**src/rtl/iomem_pwm_leds.sv**
```systemverilog
// 8-channel PWM LED controller on the PicoSoC iomem bus.
// Shadowed duty registers load at period wrap so outputs never glitch.
module iomem_pwm_leds #(
  parameter logic [7:0]  BASE_ADDR    = 8'h04,
  parameter logic [15:0] PRESCALE_RST = 16'd0
) (
  input  logic        clk,
  input  logic        reset,
  input  logic        iomem_valid,
  output logic        iomem_ready,
  input  logic [3:0]  iomem_wstrb,
  input  logic [31:0] iomem_addr,
  input  logic [31:0] iomem_wdata,
  output logic [31:0] iomem_rdata,
  output logic [7:0]  pwm_out,
  output logic        irq
);

  logic        sel;
  logic [5:0]  widx;
  logic [5:0]  dofs;
  logic [2:0]  duty_idx;
  logic        duty_sel;
  logic [2:0]  ctrl;
  logic        en;
  logic        inv;
  logic        irq_en;
  logic [15:0] prescale;
  logic [15:0] pcnt;
  logic [7:0]  cnt;
  logic        wrap_flag;
  logic        tick;
  logic        wrap;
  logic [7:0]  shadow [8];
  logic [7:0]  active [8];
  logic [7:0]  raw;
  logic [31:0] rd_word;
  logic        ctrl_we;
  logic        pre_we0;
  logic        pre_we1;
  logic        stat_clr;
  logic        duty_we;
  logic        unused_bits;

  assign unused_bits = ^{iomem_addr[23:8], iomem_addr[1:0],
                         iomem_wdata[31:16], iomem_wstrb[3:2]};

  assign sel = iomem_valid && !iomem_ready &&
               (iomem_addr[31:24] == BASE_ADDR);
  assign widx     = iomem_addr[7:2];
  assign dofs     = widx - 6'd4;
  assign duty_idx = dofs[2:0];
  assign duty_sel = (widx >= 6'd4) && (widx <= 6'd11);

  assign en     = ctrl[0];
  assign inv    = ctrl[1];
  assign irq_en = ctrl[2];

  assign ctrl_we  = sel && (widx == 6'd0) && iomem_wstrb[0];
  assign pre_we0  = sel && (widx == 6'd1) && iomem_wstrb[0];
  assign pre_we1  = sel && (widx == 6'd1) && iomem_wstrb[1];
  assign stat_clr = sel && (widx == 6'd2) && iomem_wstrb[0] &&
                    iomem_wdata[0];
  assign duty_we  = sel && duty_sel && iomem_wstrb[0];

  // >= lets a shrunken PRESCALE take effect on the very next clock
  assign tick = en && (pcnt >= prescale);
  assign wrap = tick && (cnt == 8'd254);

  assign irq = wrap_flag & irq_en;

  always_comb begin
    rd_word = '0;
    unique case (1'b1)
      widx == 6'd0: rd_word = {29'd0, ctrl};
      widx == 6'd1: rd_word = {16'd0, prescale};
      widx == 6'd2: rd_word = {31'd0, wrap_flag};
      duty_sel:     rd_word = {24'd0, shadow[duty_idx]};
      default:      rd_word = '0;
    endcase
  end

  always_ff @(posedge clk or posedge reset) begin
    if (reset) begin
      iomem_ready <= 1'b0;
      iomem_rdata <= '0;
      ctrl        <= '0;
      prescale    <= PRESCALE_RST;
      wrap_flag   <= 1'b0;
    end else begin
      iomem_ready <= sel;
      if (sel) iomem_rdata <= rd_word;
      if (ctrl_we) ctrl <= iomem_wdata[2:0];
      if (pre_we0) prescale[7:0] <= iomem_wdata[7:0];
      if (pre_we1) prescale[15:8] <= iomem_wdata[15:8];
      if (wrap) wrap_flag <= 1'b1;
      else if (stat_clr) wrap_flag <= 1'b0;
    end
  end

  always_ff @(posedge clk or posedge reset) begin
    if (reset) begin
      for (int i = 0; i < 8; i++) begin
        shadow[i] <= '0;
        active[i] <= '0;
      end
    end else begin
      if (duty_we) shadow[duty_idx] <= iomem_wdata[7:0];
      if (!en || wrap) begin
        for (int i = 0; i < 8; i++) active[i] <= shadow[i];
      end
    end
  end

  always_ff @(posedge clk or posedge reset) begin
    if (reset) begin
      pcnt <= '0;
      cnt  <= '0;
    end else if (!en) begin
      pcnt <= '0;
      cnt  <= '0;
    end else begin
      pcnt <= tick ? 16'd0 : pcnt + 16'd1;
      if (tick) cnt <= (cnt == 8'd254) ? 8'd0 : cnt + 8'd1;
    end
  end

  always_comb begin
    raw = '0;
    for (int i = 0; i < 8; i++) raw[i] = (cnt < active[i]);
  end

  always_ff @(posedge clk or posedge reset) begin
    if (reset) pwm_out <= '0;
    else if (en) pwm_out <= raw ^ {8{inv}};
    else pwm_out <= {8{inv}};
  end

endmodule

```
**config.mk**
```make
export PLATFORM = sky130hd
export DESIGN_NAME = iomem_pwm_leds
export DESIGN_NICKNAME = d
export VERILOG_FILES = /design/src/rtl/iomem_pwm_leds.sv
export SDC_FILE = /design/constraint.sdc
export NUM_CORES = 1
export LEC_CHECK = 0
export ABC_AREA = 1
export BUFFER_PORTS_ARGS = -buffer_cell sky130_fd_sc_hd__buf_2
export CAP_MARGIN = 15
export CORE_MARGIN = 2
export CORE_UTILIZATION = 56
export DETAILED_ROUTE_END_ITERATION = 8
export PLACE_DENSITY_LB_ADDON = 0.15
export SETUP_SLACK_MARGIN = 0.05
export SLEW_MARGIN = 20
export SYNTH_ARGS = -nofsm -noshare
export SYNTH_HDL_FRONTEND = slang
export SYNTH_SLANG_ARGS = --single-unit
```
**constraint.sdc**
```tcl
create_clock -name clk -period 9.3 [get_ports clk]
set_input_delay 1.86 -clock clk [delete_from_list [all_inputs] [get_ports clk]]
set_output_delay 1.86 -clock clk [all_outputs]
set_load 0.02 [all_outputs]
```
# Word-level counts from Yosys, hierarchy flattened
# Index checks and enable logic that the tools add are counted.
# totals
regBits,213
output_inout_bits,42
wordCells,85
# classes
add_sub_neg,3
magnitude_cmp,13
eq_ne,5
muxes,15
bitwise,3
reduce_logical,21
# ops
operator,n
$bwmux W64,1
$lt A8 B8 Y1,8
$pmux W16 S4,1
$mux W8,7
$mux W16,2
$bmux W8 S3,1
$demux W8 S3,1
$add A16 B1 Y16 const B,1
$ge A16 B16 Y1,1
$logic_and A1 B1 Y1,16
$add A8 B1 Y8 const B,1
$eq A8 B3 Y1 const B,1
$eq A8 B8 Y1 const B,1
$xor A8 B8 Y8,1
$eq A6 B1 Y1 const B,1
$eq A6 B2 Y1 const B,1
$ge A6 B3 Y1 const B,1
$le A6 B4 Y1 const B,1
$logic_not A6 Y1,1
$ge A4 B4 Y1 const B,1
$lt A4 B1 Y1 const B,1
$not A3 Y4,1
$sub A3 B3 Y3 const B,1
$logic_not A1 Y1,2
5 further kinds,6

# Logic depth before layout (Yosys ltp)
# Gate-level depths: netlist of run 1.
# depth
ltp_word,8
ltp_mapped,16
depth_no_buf,15

# Worst setup path before layout of run 1
# No wires, ideal clock.
# synth_path
path_kind,in2reg
start,in iomem_addr[7]
end,reg prescale[8]
setup_ns,0.122
arrival_ns,2.982
required_ns,9.178
slack_ns,6.197
path_stages,9
path_cell_list,nor2_1 nand2_1 nor2_4 inv_2 nor2_1 nand2_1 buf_4 nor2_1 a21oi_1
# synth_between
elab_chain_cells,3
# synth_lines
item,line,source
start: declaration,12,"input logic [31:0] iomem_addr,"
$eq A6 B1 Y1,61,assign pre_we1 = sel && (widx == 6'd1) && iomem_wstrb[1];
$logic_and A1 B1 Y1 (2 in series),61,
end signal: assignment,95,if (pre_we1) prescale[15:8] <= iomem_wdata[15:8];
end: declaration,28,logic [15:0] prescale;
# Every way passes these cells.
# A chain may end at the register's enable or synchronous reset.

# Worst setup path in the final report of run 1
# layout_path
start,in iomem_addr[2]
end,reg shadow[25] (netlist name)
# layout_between
elab_chain_cells,7
elab_cells_between_ends,13
classes_between,1 x add/sub; 4 x order compare; 3 x mux; 1 x bitwise; 4 x reduce/logical
# layout_lines
item,line,source
$sub A3 B3 Y3,51,assign dofs = widx - 6'd4;
$not A3 Y4 (not written as such),108,if (duty_we) shadow[duty_idx] <= iomem_wdata[7:0];
$ge A4 B4 Y1 (not written as such) / $lt A4 B1 Y1 (equally long branches),108,
$logic_and A1 B1 Y1 (not written as such),108,
$mux W8 (not written as such),108,
$demux W8 S3,108,
$bwmux W64,108,
end signal: indexed assignment,108,
end: declaration,34,logic [7:0] shadow [8];
# Several ways; a longest one is shown, not always the timed one.

==> impl_results.md, run 1 <==
* P_leak at roughly 6.0 nW
* Top cells by area, synth: dfrtp_1 (47%), nand2_1 (14%), ha_1 (9.0%)
* Endpoints failing hold at 0
* Post-synth ARST share at between 90% and 100%
* Peak supply drop at 0.000130 V
* CTS Hold Bufs at 0
* Unrepaired setup endpoints after global routing: no
* Port bufs at 60
* I/O pin total at ~110
* Final ANT Viol Nets at 0
* Largest net degree at the start of global routing at 120
* Global-route usage over all layers at 27.3%
* CTS max path bufs at 2
* Total gr overflow at 0
* Detail-routed net length per standard cell at around 16 um
* Post-CTS Resized at 0
* Most instantiated cells after synthesis: nand2_1 (376), dfrtp_1 (197), inv_1 (142)
* Core ar. at roughly 18000 um^2
* Sequential cell area fraction in the yosys report at around 47%
* Netlist cell types at 41
* Cell area power density at roughly 150 nW/um^2
* ANT cells at 0
* Number of DRC markers in iteration 0 at approximately 800
* Status: finished, final reports clean
* Final Wtd Congestion at ~0.9
* First-pass GRT wire length at between 40000 and 50000 um
* # Max-Cap Violations at 0
* Max-slew violations at 0
* Starting Density at between 50 and 60%
* Dominant cell by count in the synthesized netlist: nand2_1
* Synth area leader: dfrtp_1
* CP max FO at 34
* Htree depth at 4
* Max-Slew Margin vs Limit at between 40% and 50%
* EDFF count, synth at 0
* Nets at 1468
* Critical Path AT at between 4 and 5 ns
* Area grow syn2layout at 9.48%
* CTS clock-pin slew for the worst setup and hold paths at ~0.070 ns
* Vias at 8535
* # DRC at 0
* Postcts setup bufs at 0
* Average cell area after synthesis at ~8.1 um^2
* Share of layout cells above drive strength 1 at a little over 8%
* Critical path endpoint category: flop
* Final Cycle Share at around 46%
* Crit start category: primary input
* Initial antenna violation count at 0
* Worst-margin pin slew at 0.838 ns
* CTS tree: yes
* Row count at 49
* Chip height at between 100 and 150 um
* Setup tns final at 0 ns
* Vias per cell at 5.46
* Pre-antenna DRT Iters at 6
* Setup-failing EPs final at 0
* Clock skew at 0.0150 ns
* Dpl hpwl at approximately 17000 um
* WP data required at about 9.7 ns
* Min-Delay Path Class: flop to flop
* Ys Warns at 0
* Min Tclk post-route at roughly 4.2 ns
* TritonCTS buffer count at 17
* Mapped Cells at approximately 1300
* Most used flip-flop cell after synthesis: dfrtp_1
* Fmax at roughly 240 MHz
* FF+latch count, synth at about 200
* Critical path type: primary input to flop
* Post-synth top area share at between 40 and 50%
* Cell area after synthesis at approximately 10000 um^2
* Total power at between 1.5 and 2 mW
* Worst-skew pair later-pin latency at 0.44 ns
* Routed Wire Length at about 26000 um
* Chip Width at roughly 140 um
* Total die area at 19700 um^2
* CTS Root Cell: clkbuf_16
* Vias in the first global route at 8024
* Clock sink count at 197
per-stage QoR:
stage	instance area (um^2)	worst slack [ns]	utilization [%]	hold WS [ns]	instances
after CTS	11400	5.24	63.0	0.458	1564
after global routing	11400	4.89	63.0	0.470	1564
final	11400	5.06	63.0	0.455	1564
after detailed placement	10800	4.81	59.6	0.448	1532
after floorplan	10500	2.07	-	0.432	1297
after global placement	10800	4.81	59.6	0.444	1532
final cells by class:
class	count	area (um^2)
fillers	1526	6680
multi-input cells	896	4670
clock inverters	10	146
repair buffers	64	334
flip-flops and latches	197	4930
inverters	146	556
well taps	229	287
clock buffers	22	474
metal layers:
| metal | up-vias | global-route usage [%] | wire [um] |
|---|---|---|---|
| li1 | 4180 | - | - |
| met1 | 4009 | 40.2 | 11900 |
| met2 | 306 | 41.7 | 11700 |
| met3 | 40 | 4.00 | 1670 |
| met4 | 0 | 9.36 | 487 |
| met5 | - | 0 | 0 |
worst paths after layout:
| kind | startpoint | end | slack [ns] | depth (start not counted) |
|---|---|---|---|---|
| max reg2reg | pcnt[7] | active[60] | 6.32 | 15 |
| min | pcnt[0] | pcnt[0] | 0.45 | 1 |
| max in group asynchronous | reset | cnt[2] | 6.57 | 3 |
| min in group asynchronous | reset | shadow[42] | 1.55 | 2 |
| min reg2reg | pcnt[0] | pcnt[0] | 0.45 | 1 |
| max | iomem_addr[2] | shadow[25] | 5.06 | 7 |
registers in the layout (all words and copies together) (netlist names):
signal       cells
shadow          64
pwm_out          8
ctrl             3
iomem_ready      1
prescale        16
cnt              8
wrap_flag        1
pcnt            16
iomem_rdata     16
active          64
cell families (layout without fill, tap and decap cells):
family	after synthesis	in the layout	share of synthesized area (%)
flops	197	197	47.3
fa+ha+maj	75	75	9.01
other cells	1	16	0.0360
buf+inv	204	242	8.37
xor+xnor	19	19	1.60
simple gates	587	587	23.4
compound gates	199	199	10.3
layout by cell type, fill, tap and decap left out, types with 16 or more instances in the layout:
master,n
inv_1,141
ha_1,75
dfrtp_1,196
clkbuf_16,17
buf_2,60
nand2_1,376
o21ai_0,96
a21oi_1,70
nand3_1,99
nor2_1,80
conb_1,16
power breakdown:
group	switching, mW	internal, mW	total (mW)
Combinational	0.0532	0.0128	0.0660
Clock	0.336	0.447	0.783
Sequential	0.000625	0.857	0.858
Total	0.390	1.32	1.71
critical path, stage by stage:
cell,delay (ns)
buf_2,0.53
clkinv_1,0.74
nand2_1,0.59
inv_1,0.26
nand2_1,0.40
nor2_1,0.08
a21oi_1,0.12
(Power assumes the default switching activity.)
==> run 2: changes to the inputs <==
- CORE_UTILIZATION: 56 -> 54
- clock period: 9.3 -> 3.5 ns (I/O delays scaled with it)
==> impl_results.md, run 2 (synthesis gave the netlist of run 1 again) <==
* Vias in the first global route at 8085 (+0.76%)
* Routed Wire Length at 24800 um (-3.7%)
* TritonCTS buffer count at 17 (unchanged)
* Vias at 8363 (-2.0%)
* Unrepaired setup endpoints after global routing: no
* WP data required at 3.88 ns (-5.79 ns)
* Chip height at 143 um (+1.8%)
* Final ANT Viol Nets at 0 (unchanged)
* Internal power at 3.34 mW (+150%)
* Postcts setup bufs at 0 (unchanged)
* Endpoints failing hold at 0 (unchanged)
* # DRC at 0 (unchanged)
* Port bufs at 60 (unchanged)
* Commonest non-fill, non-tap cell in the layout: nand2_1
* Initial antenna violation count at 0 (unchanged)
* Final Cycle Share at a little over two thirds
* R2R Path End: active[25]
* # Max-Cap Violations at 0 (unchanged)
* Min Tclk post-route at about 2.5 ns
* CTS Root Cell: clkbuf_16
* Status: finished, final reports clean
* Core ar. at 18800 um^2 (+4.1%)
* Crit path cell chain: ha_1 -> nand2_1 -> nor2_1 -> nand2_1 -> nand2_1 -> nor2_1 -> nand2_1 -> nand2_1 -> nand2_1 -> nand3_2 -> buf_4 -> nand3_1 -> nand2_1
* First-pass GRT wire length at 41000 um (-2.8%)
* Final Wtd Congestion at 0.834 (-5.8%)
* Htree depth at 4 (unchanged)
* Post-CTS Resized at 0 (unchanged)
* Dpl hpwl at 17300 um (-0.79%)
* Crit start category: flop
* Biggest regs: active x64, shadow x64
* Combinational Power Share at 4.2% (+0.3 points)
* Finished layout cell area at 11400 um^2 (+0.37%)
* Detail-routed net length per standard cell at 15.5 um (-5.8%)
* Chip Width at 143 um (+1.8%)
* Clock skew at 0.00881 ns (-0.00617 ns)
* Critical path type: flop to flop
* Critical path endpoint category: flop
* Setup-failing EPs final at 0 (unchanged)
* Total gr overflow at 0 (unchanged)
* Row count at 50 (+2.0%)
* Worst-skew pair later-pin latency at 0.44 ns (about the same)
* Max-Slew Margin vs Limit at 43.5% (-0.64 points)
* Slowest-stage cell, CP: buf_4
* Min-Delay Path Class: primary input to async pin
* Largest net degree at the start of global routing at 137 (+14%)
* Fmax at just over 400 MHz
* Clk pwr share at 43.4% (-2.5 points)
* Starting Density at 55.3% (-2.3 points)
* ANT cells at 0 (unchanged)
* Max incr delay on CP at 0.56 ns (-0.18 ns)
* FF-to-FF Start: pcnt[7]
* Commonest non-fill, non-tap cells in the layout: nand2_1 (376), dfrtp_1 (196), inv_1 (141), nand3_1 (99), o21ai_0 (96)
* Cell area power density at 380 nW/um^2 (+150%)
* Clock sink count at 197 (unchanged)
* Flop pwr share at 52.4% (+2.2 points)
* Max-slew violations at 0 (unchanged)
* Number of DRC markers in iteration 0 at 593 (-25%)
* Global-route usage over all layers at 26.0% (-1.3 points)
* CTS clock-pin slew for the worst setup and hold paths at 0.07 ns (about the same)
* Cells on worst reg2reg path at 13 (-2)
* Non-Filler Instances at 1599 (+2.2%)
* Vias per cell at 5.23 (-4.2%)
* Critical Path AT at 2.84 ns (-1.76 ns)
* CTS max path bufs at 2 (unchanged)
* Placed cell area at 10900 um^2 (+0.95%)
* CP most frequent cell: nand2_1
* CTS tree: yes
* Area grow syn2layout at 9.89%
* Reg2Reg Setup Slack at 1.03 ns (-5.29 ns)
* Peak supply drop at 0.000359 V (+180%)
* Nets at 1472 (+0.27%)
* Share of layout cells above drive strength 1 at 8.44% (+0.27 points)
* CTS Hold Bufs at 0 (unchanged)
* Setup tns final at 0 ns (unchanged)
* I/O pin total at 113 (unchanged)
* Inst Count DP at 1567 (+2.3%)
* NetSw at 1.01 mW (+160%)
* Total die area at 20400 um^2 (+3.6%)
* P_leak at 6.01 nW (+0.18%)
* CP max FO at 65 (+91%)
* Pre-antenna DRT Iters at 8 (+2)
* Switching power share of the total at 23.2% (+0.39 points)
* Worst-margin pin slew at 0.848 ns (+0.00960 ns)
-- run 2: cell count changes in the layout (fill, tap and decap cells not counted) --
cell | previous run | this run
buf_12 | 0 | 3
clkinv_2 | 0 | 3
clkinv_4 | 2 | 5
buf_4 | 3 | 5
bufinv_16 | 3 | 1
buf_6 | 1 | 0
clkbuf_8 | 3 | 2
clkinvlp_4 | 4 | 3
inv_6 | 1 | 0
inv_8 | 1 | 0
-- run 2: final cells by class --
type	count	area, um^2
clock inverter	11	104
timing repair buffer	68	398
inverter	146	552
sequential	197	4930
multi-input combinational	896	4670
tap	260	325
fill	1709	7390
clock buffer	21	460
-- run 2: stage by stage --
stage | total power, mW | hold slack (ns) | utilization [%] | setup WS (ns)
4_1_cts | 4.37 | 0.378 | 60.8 | 1.05
3_3_place_gp | 2.51 | 0.445 | 57.8 | 0.852
5_1_grt | 4.47 | 0.398 | 60.8 | 0.813
6_report | 4.35 | 0.364 | 60.8 | 1.03
3_5_place_dp | 2.51 | 0.456 | 57.8 | 0.809
2_1_floorplan | 2.44 | 0.432 | - | 0.254
-- run 2: worst max-delay path, delay by kind of cell (launching register included) --
family / cells / cell delay, ns
fa+ha+maj: 1 / 0.31
buf+inv: 1 / 0.56
flops: 1 / 0.44
simple gates: 11 / 1.01
-- run 2: power by group through the flow --
stage / combinational, mW / clock, mW / sequential, mW
detailed placement: 0.183 / 0 / 2.32
floorplan: 0.118 / 0 / 2.33
global route: 0.202 / 1.99 / 2.28
CTS: 0.183 / 1.91 / 2.28
global placement: 0.182 / 0 / 2.32
finish: 0.181 / 1.89 / 2.28
-- run 2: worst max path at each step --
| stage | start | slack [ns] | end |
|---|---|---|---|
| floorplan | reset | 0.25 | active[0] |
| global placement | iomem_addr[31] | 0.85 | prescale[10] |
| detailed placement | iomem_addr[31] | 0.81 | prescale[14] |
| CTS | pcnt[7] | 1.05 | active[45] |
| global route | pcnt[7] | 0.81 | active[60] |
| finish | pcnt[7] | 1.03 | active[25] |
-- run 2: routing by layer --
layer | wire (um) | track usage, %
met3 | 1250 | 4.76
met5 | 0 | 0
met4 | 415 | 7.82
met1 | 12000 | 37.1
met2 | 11100 | 40.6
